`src/rtl/mux_scan_pkg.sv`:
```
// Shared constants and state encoding for the mux scan sequencer.
package mux_scan_pkg;

    localparam int N_CH  = 4;
    localparam int SEL_W = 2;
    localparam int CNT_W = 4;

    typedef enum logic [1:0] {
        IDLE = 2'd0,
        SCAN = 2'd1,
        DONE = 2'd2
    } scan_state_t;

endpackage

```
`src/rtl/scan_next_ch.sv`:
```
// Priority finder: lowest enabled channel overall (first=1) or lowest enabled channel above ch.
module scan_next_ch
    import mux_scan_pkg::*;
(
    input  logic [N_CH-1:0]  mask,
    input  logic [SEL_W-1:0] ch,
    input  logic             first,
    output logic [SEL_W-1:0] next_ch,
    output logic             has_next
);

    logic [N_CH-1:0] eligible;

    genvar gi;
    generate
        for (gi = 0; gi < N_CH; gi++) begin : g_elig
            assign eligible[gi] = mask[gi] & (first | (SEL_W'(gi) > ch));
        end
    endgenerate

    // Walk downwards so the lowest eligible channel is the one left standing.
    always_comb begin
        next_ch  = '0;
        has_next = 1'b0;
        for (int i = N_CH - 1; i >= 0; i--) begin
            if (eligible[i]) begin
                next_ch  = SEL_W'(i);
                has_next = 1'b1;
            end
        end
    end

endmodule

```
`src/rtl/mux_scan_ctrl.sv`:
```
// Walks enabled mux channels in ascending order, samples Y once per channel after a settle time, publishes a snapshot.
module mux_scan_ctrl
    import mux_scan_pkg::*;
#(
    parameter int DWELL = 2
) (
    input  logic             clk,
    input  logic             rst,
    input  logic             start,
    input  logic [N_CH-1:0]  mask,
    output logic [SEL_W-1:0] sel,
    output logic             en,
    input  logic             y_in,
    output logic             busy,
    output logic             done,
    output logic [N_CH-1:0]  sample
);

    localparam logic [CNT_W-1:0] DWELL_CNT = CNT_W'(DWELL);

    scan_state_t      state_reg, state_next;
    logic [SEL_W-1:0] ch_reg, ch_next;
    logic [CNT_W-1:0] cnt_reg, cnt_next;
    logic [N_CH-1:0]  mask_reg, mask_next;
    logic [N_CH-1:0]  shadow_reg, shadow_next;
    logic [N_CH-1:0]  sample_reg, sample_next;

    logic             find_first;
    logic [N_CH-1:0]  find_mask;
    logic [SEL_W-1:0] find_ch;
    logic             find_valid;

    // In IDLE the live mask seeds the first channel; afterwards only the latched copy matters.
    assign find_first = (state_reg == IDLE);
    assign find_mask  = find_first ? mask : mask_reg;

    scan_next_ch u_next_ch (
        .mask     (find_mask),
        .ch       (ch_reg),
        .first    (find_first),
        .next_ch  (find_ch),
        .has_next (find_valid)
    );

    always_ff @(posedge clk) begin
        if (rst) begin
            state_reg  <= IDLE;
            ch_reg     <= '0;
            cnt_reg    <= '0;
            mask_reg   <= '0;
            shadow_reg <= '0;
            sample_reg <= '0;
        end else begin
            state_reg  <= state_next;
            ch_reg     <= ch_next;
            cnt_reg    <= cnt_next;
            mask_reg   <= mask_next;
            shadow_reg <= shadow_next;
            sample_reg <= sample_next;
        end
    end

    always_comb begin
        state_next  = state_reg;
        ch_next     = ch_reg;
        cnt_next    = cnt_reg;
        mask_next   = mask_reg;
        shadow_next = shadow_reg;
        sample_next = sample_reg;
        case (state_reg)
            IDLE: begin
                if (start) begin
                    mask_next   = mask;
                    shadow_next = '0;
                    cnt_next    = '0;
                    if (find_valid) begin
                        state_next = SCAN;
                        ch_next    = find_ch;
                    end else begin
                        state_next  = DONE;
                        sample_next = '0;
                    end
                end
            end
            SCAN: begin
                cnt_next = cnt_reg + 1'b1;
                if (cnt_reg == DWELL_CNT) begin
                    shadow_next[ch_reg] = y_in;
                    cnt_next            = '0;
                    if (find_valid) begin
                        ch_next = find_ch;
                    end else begin
                        // Publish on entry to DONE, including the bit captured on this edge.
                        state_next  = DONE;
                        sample_next = shadow_next;
                    end
                end
            end
            DONE: begin
                state_next = IDLE;
            end
            default: begin
                state_next = IDLE;
            end
        endcase
    end

    assign sel    = ch_reg;
    assign en     = (state_reg == SCAN);
    assign busy   = (state_reg != IDLE);
    assign done   = (state_reg == DONE);
    assign sample = sample_reg;

endmodule

```
`config.mk`:
```
export PLATFORM = sky130hd
export DESIGN_NAME = mux_scan_ctrl
export DESIGN_NICKNAME = d
export VERILOG_FILES = /design/src/rtl/mux_scan_pkg.sv /design/src/rtl/scan_next_ch.sv /design/src/rtl/mux_scan_ctrl.sv
export SDC_FILE = /design/constraint.sdc
export NUM_CORES = 1
export LEC_CHECK = 0
export CORE_ASPECT_RATIO = 0.8
export CORE_MARGIN = 5
export CORE_UTILIZATION = 30
export DETAILED_ROUTE_END_ITERATION = 10
export GPL_TIMING_DRIVEN = 0
export HOLD_SLACK_MARGIN = 0.05
export SYNTH_ARGS = -nofsm -noshare
export SYNTH_HDL_FRONTEND = slang
export SYNTH_HIERARCHICAL = 1
export SYNTH_SLANG_ARGS = --single-unit
```
`constraint.sdc`:
```
create_clock -name clk -period 2.2 [get_ports clk]
set_input_delay 0.44 -clock clk [delete_from_list [all_inputs] [get_ports clk]]
set_output_delay 0.44 -clock clk [all_outputs]
set_load 0.02 [all_outputs]
```
==> results of run 1 <==
-- how the worst min path moves through the flow --
| stage | cells past startpoint | endpoint | start |
|---|---|---|---|
| 2_1_floorplan | 2 | mask_reg[0]$_SDFFE_PP0P_ | mask_reg[0]$_SDFFE_PP0P_ |
| 3_3_place_gp | 2 | mask_reg[1]$_SDFFE_PP0P_ | mask_reg[1]$_SDFFE_PP0P_ |
| 3_5_place_dp | 2 | sample[0]$_SDFFE_PP0P_ | sample[0]$_SDFFE_PP0P_ |
| 4_1_cts | 2 | mask_reg[3]$_SDFFE_PP0P_ | mask_reg[3]$_SDFFE_PP0P_ |
| 5_1_grt | 2 | mask_reg[1]$_SDFFE_PP0P_ | mask_reg[1]$_SDFFE_PP0P_ |
| 6_report | 2 | mask_reg[3]$_SDFFE_PP0P_ | mask_reg[3]$_SDFFE_PP0P_ |
-- kinds of logic after synthesis --
group,synth area share
simple gates,0.296
mux,0.110
compound gates,0.149
flops,0.383
fa+ha+maj,0.0239
buf+inv,0.0383
-- cell usage after synthesis (2+ instances only) --
cell type,number,share of area
inv_1,4,0.014
o21ai_1,2,0.0096
inv_2,2,0.0072
or3_1,4,0.024
ha_1,2,0.024
buf_2,2,0.0096
nand2_1,13,0.047
a21oi_1,18,0.086
nand2b_1,2,0.012
or2_1,4,0.024
nand3_1,10,0.048
mux2i_1,7,0.067
nor2_1,14,0.050
nor2b_1,6,0.036
nor3_1,5,0.024
clkbuf_1,2,0.0072
dfxtp_1,20,0.38
mux2_1,4,0.043
-- per-layer routing --
layer,vias up,global-route usage
li1,508,-
met1,470,0.136
met2,25,0.171
met3,4,0.0346
met4,0,0.0489
met5,-,0
-- report_power, final --
part	switching, mW	internal (mW)
registers	0.0237	0.378
logic	0.133	0.133
clock network	0.115	0.122
-- layout make-up --
cell class / count / share of cell area
Buffer: 4 / 0.0165
Clock buffer: 3 / 0.0287
Inverter: 6 / 0.0157
Multi-Input combinational cell: 101 / 0.463
Sequential cell: 20 / 0.283
Tap cell: 42 / 0.0365
Timing Repair Buffer: 25 / 0.157
-- timing repair --
action | 4_1_cts | 5_1_grt
resized for setup | 9 | 14
setup buffers | 6 | 4
setup endpoints to repair | 6 | 6
pin swaps | 2 | 6
-- worst min-delay path, cell delays in order (launching register included) --
cell and delay [ps]:
dfxtp_1 310, nand2_1 50, a21oi_1 50
-- through the flow --
stage	utilization	instance area, µm²	power [mW]
after floorplan	-	1050	0.547
after global placement	0.368	1250	0.605
after detailed placement	0.368	1250	0.613
after CTS	0.399	1360	0.881
after global routing	0.423	1440	0.952
final	0.423	1440	0.903
==> flow_summary_export.csv, run 1 <==
group,metric,value,unit
routing,via_per_inst,5.01,
cts,path_clk_slew,70,ps
synthesis,ys_ff_latch,20,
synthesis,synthCells,131,
worst_setup_path,cpMostUsedCell,"o21ai_2",
layout,final_cell_mix,"dfxtp_1, a21oi_1, clkdlybuf4s50_1",
layout,syn_to_final_growth,37.7,%
timing,fin_hold_ws,459,ps
synthesis,avgSynthCellArea,7.98,µm²
synthesis,ys_types,28,
die,die_area,4770,µm²
synthesis,ys.warnings.count,6,
cts,clock_sinks,20,
worst_setup_path,cp_slowest_cell,"mux2_1",
layout,n_antenna_cell,0,
placement,place_inst,188,
cts,cts_buffer_depth,2,
synthesis,ys.flop_type,"dfxtp_1",
grt,grt_pass1_wl,4340,µm
worst_setup_path,crit_chain,"nor2_4 > buf_6 > mux2_1 > a21oi_2 > o21ai_2 > nor2_1 > o21ai_2 > or3_1 > a21oi_1",
worst_setup_path,rr_worst_depth,9,
worst_setup_path,endpoint,"sample[3]$_SDFFE_PP0P_",
layout,ff_latch_area,408,µm²
worst_setup_path,slowest_delay,420,ps
synthesis,postSynth.asyncResetShare,0,
die,core,3400,µm²
placement,place_hpwl,1780,µm
cts,cts_tree,"yes",
worst_setup_path,critPathArrivalTime,2290,ps
cts,cts_made_buffers,3,
timing,period_needed,2110,ps
power_and_ir_drop,power_density,628,nW/µm²
routing,wl,2570,µm
timing,finalSetupViolCount,0,
timing,clock.fmax,0.473,GHz
die,io_pins,17,
die,start_util,0.307,
layout,nFillCells,340,
status,outcome,"finished clean",
die,row_count,19,
cts,clock_latency,250,ps
synthesis,ys_seq_area_frac,0.383,
worst_setup_path,r2r-end,"sample[3]$_SDFFE_PP0P_",
timing,worstMarginPinSlew,538,ps
routing,wl_per_cell,12.8,µm
min_path,worstHoldPathType,"register to register",
placement,place.gp.congestion,0.819,
grt,grt_usage,0.109,
grt,overflow,0,
timing,post-route-period-util,0.961,
cts,cts-root-buf,"clkbuf_8",
timing,drv_slew,0,
die,dieWidth,76.0,µm
synthesis,syn-num-nets,141,
routing,route.met2.wl,1190,µm
worst_setup_path,crit_start,"state_reg[0]$_SDFFE_PP0P_",
routing,routed.top_layer,"met4",
routing,drc,0,
die,dieHeight,62.8,µm
synthesis,syn_area,1040,µm²
worst_setup_path,crit_cells,9,
timing,worst_slack,85.2,ps
layout,final_layout_size_suffix_gt1_frac,0.214,
run,cap_violations,0,
routing,ant_nets,0,
layout,final_common_cell,"dfxtp_1",
layout,multi_input_area,666,µm²
worst_setup_path,r2r_slack,90,ps
worst_setup_path,crit_buf_inv,1,
cts,h-tree-depth,1,
layout,nets,171,
synthesis,synth_edf_count,0,
worst_setup_path,critPathTopFamily,"simple AND/OR/NAND/NOR gates",
worst_setup_path,rr_startpoint,"state_reg[0]$_SDFFE_PP0P_",
routing,dr_wl_met3,155,µm
worst_setup_path,critPathLaunchType,"register",
power_and_ir_drop,power.leakage,0.547,nW
timing,tns,0,ps
worst_setup_path,path_class,"register to register",
placement,portBuffers,15,
worst_setup_path,critical_path_required,2380,ps
routing,firstDrtPassIters,4,
power_and_ir_drop,ir_drop,0.220,mV
grt,first_global_vias,989,
timing,finClkSkew,3.11,ps
timing,slew_headroom,0.641,
cts,cts_hold_buf,0,
placement,dp_slack,-346,ps
grt,antenna_found_initial,0,
worst_setup_path,critPathCaptureType,"register",
layout,finalNonFillerCells,201,
routing,num_vias,1007,
worst_setup_path,crit_fanout,7,
routing,drtIter0Drc,46,
timing,hold_viol,0,
grt,grt_max_degree,11,
routing,wl_met1,1210,µm
No activity file was read; power rests on OpenSTA's default activity.
==> run 2, diff against run 1 <==
--- a/config.mk
+++ b/config.mk
@@ -6,7 +6,6 @@
 export NUM_CORES = 1
 export LEC_CHECK = 0
 export CORE_ASPECT_RATIO = 0.8
-export CORE_MARGIN = 5
 export CORE_UTILIZATION = 30
 export DETAILED_ROUTE_END_ITERATION = 10
 export GPL_TIMING_DRIVEN = 0
==> flow_summary_export.csv, run 2 (same netlist as run 1, synthesis figures left out) <==
group,metric,value,unit
die,dieHeight,54.8,µm
die,io_pins,17,
timing,clock.fmax,0.456,GHz
layout,final_common_cell,"dfxtp_1",
layout,n_antenna_cell,0,
timing,drv_slew,0,
grt,grt_usage,0.157,
die,die_area,3720,µm²
timing,worstMarginPinSlew,526,ps
layout,finalNonFillerCells,201,
run,cap_violations,0,
routing,drc,0,
worst_setup_path,rr_startpoint,"state_reg[0]$_SDFFE_PP0P_",
worst_setup_path,crit_fanout,6,
power_and_ir_drop,power_density,637,nW/µm²
placement,place_inst,186,
routing,num_vias,1026,
power_and_ir_drop,clkPwrFrac,0.257,
min_path,worstHoldPathType,"register to register",
status,outcome,"finished clean",
min_path,hold_start,"sample[3]$_SDFFE_PP0P_",
worst_setup_path,r2r_slack,6,ps
die,dieWidth,68.0,µm
power_and_ir_drop,p_sw_frac,0.302,
routing,wl_per_cell,13.6,µm
worst_setup_path,critical_path_required,2390,ps
cts,cts_buffer_depth,2,
power_and_ir_drop,power_frac_comb,0.306,
cts,cts_tree,"yes",
placement,place.gp.congestion,0.738,
worst_setup_path,crit_chain,"nor2_4 > buf_6 > mux2_4 > nor2_4 > a2bb2oi_2 > o21ai_1 > nor2_1 > o21ai_2 > or3_4 > a21oi_2",
min_path,min_path_cells,2,
timing,fin_hold_ws,466,ps
timing,hold_viol,0,
grt,grt_max_degree,11,
die,start_util,0.327,
worst_setup_path,path_class,"register to register",
worst_setup_path,rr_worst_depth,10,
power_and_ir_drop,power_frac_seq,0.437,
die,row_count,18,
layout,syn_to_final_growth,38.2,%
routing,wl,2740,µm
cts,clock_latency,250,ps
power_and_ir_drop,netSwitchingPower,0.277,mW
cts,cts-root-buf,"clkbuf_8",
grt,first_global_vias,982,
worst_setup_path,critPathCaptureType,"register",
timing,finalSetupViolCount,0,
layout,nets,173,
worst_setup_path,cpMostUsedCell,"nor2_4",
worst_setup_path,cp_slowest_cell,"or3_4",
worst_setup_path,critPathArrivalTime,2380,ps
placement,place_hpwl,1740,µm
grt,grt_pass1_wl,4320,µm
timing,finClkSkew,2.07,ps
placement,portBuffers,15,
routing,ant_nets,0,
cts,clock_sinks,20,
worst_setup_path,crit_buf_inv,1,
cts,path_clk_slew,70,ps
die,core,3200,µm²
routing,firstDrtPassIters,4,
power_and_ir_drop,p_int,0.642,mW
worst_setup_path,r2r-end,"sample[0]$_SDFFE_PP0P_",
layout,final_cell_mix,"dfxtp_1, a21oi_1, clkdlybuf4s50_1",
cts,cts_made_buffers,3,
layout,final_layout_size_suffix_gt1_frac,0.211,
power_and_ir_drop,ir_drop,0.438,mV
timing,slew_headroom,0.649,
routing,via_per_inst,5.10,
cts,h-tree-depth,1,
worst_setup_path,slowest_delay,400,ps
timing,post-route-period-util,0.997,
cts,cts_hold_buf,0,
min_path,hold_end,"sample[3]$_SDFFE_PP0P_",
grt,antenna_found_initial,0,
worst_setup_path,critPathLaunchType,"register",
grt,overflow,0,
power_and_ir_drop,power.leakage,0.557,nW
routing,drtIter0Drc,39,
timing,period_needed,2190,ps
worst_setup_path,critPathTopFamily,"simple AND/OR/NAND/NOR gates",
==> run 2: layer usage <==
layer  global-route usage  vias to the layer above  share of wire  routed length (µm)
li1                     -                      514              -                   -
met1                0.193                      485           0.48                1320
met2                0.281                       27           0.47                1290
met3               0.0396                        0          0.049                 133
met4               0.0278                        0              0                   0
met5                    0                        -              0                   0
==> run 2: layout make-up <==
class | instances | area [µm²]
buffer | 4 | 23.8
fill | 311 | 1750
timing repair buffer | 26 | 233
tap | 40 | 50.0
sequential | 20 | 408
multi-input combinational | 102 | 666
inverter | 6 | 22.5
clock buffer | 3 | 41.3
==> run 2: power by group through the flow <==
stage | sequential, mW | clock (mW) | combinational, mW
3_5_place_dp | 0.408 | 0 | 0.204
2_1_floorplan | 0.409 | 0 | 0.138
4_1_cts | 0.401 | 0.246 | 0.238
5_1_grt | 0.406 | 0.261 | 0.308
3_3_place_gp | 0.407 | 0 | 0.199
6_report | 0.402 | 0.236 | 0.281
==> run 2: what timing repair did <==
item                                    4_1_cts  5_1_grt
setup buffers                                 7        4
pin swaps                                     3        6
gates cloned                                  1        0
endpoints found under the setup margin        6        6
resized for setup                             7       16
==> run 2: worst register-to-register path, cell delays in order, from the launching register on <==
cell	delay (ps)
dfxtp_4	380
nor2_4	120
buf_6	130
mux2_4	320
nor2_4	110
a2bb2oi_2	150
o21ai_1	100
nor2_1	160
o21ai_2	120
or3_4	400
a21oi_2	120
==> run 2: worst max path at each step <==
| stage | slack (ps) | startpoint | endpoint | depth (start not counted) |
|---|---|---|---|---|
| floorplan | 20 | state_reg[0]$_SDFFE_PP0P_ | sample[0]$_SDFFE_PP0P_ | 10 |
| global placement | -310 | mask[3] | sample[0]$_SDFFE_PP0P_ | 9 |
| detailed placement | -330 | mask[3] | sample[0]$_SDFFE_PP0P_ | 9 |
| CTS | 30 | state_reg[1]$_SDFFE_PP0P_ | sample[0]$_SDFFE_PP0P_ | 10 |
| global route | -80 | state_reg[0]$_SDFFE_PP0P_ | sample[0]$_SDFFE_PP0P_ | 10 |
| finish | 6 | state_reg[0]$_SDFFE_PP0P_ | sample[0]$_SDFFE_PP0P_ | 10 |
==> run 2: through the flow <==
step	TNS, ps	setup WS, ps	area, µm²	util	total power, mW
after global routing	-203	-79.2	1440	0.451	0.975
after detailed placement	-1680	-329	1250	0.390	0.613
final	0	6.10	1440	0.451	0.919
after global placement	-1500	-313	1250	0.390	0.606
after CTS	0	32.0	1360	0.425	0.885
after floorplan	0	23.6	1050	-	0.547
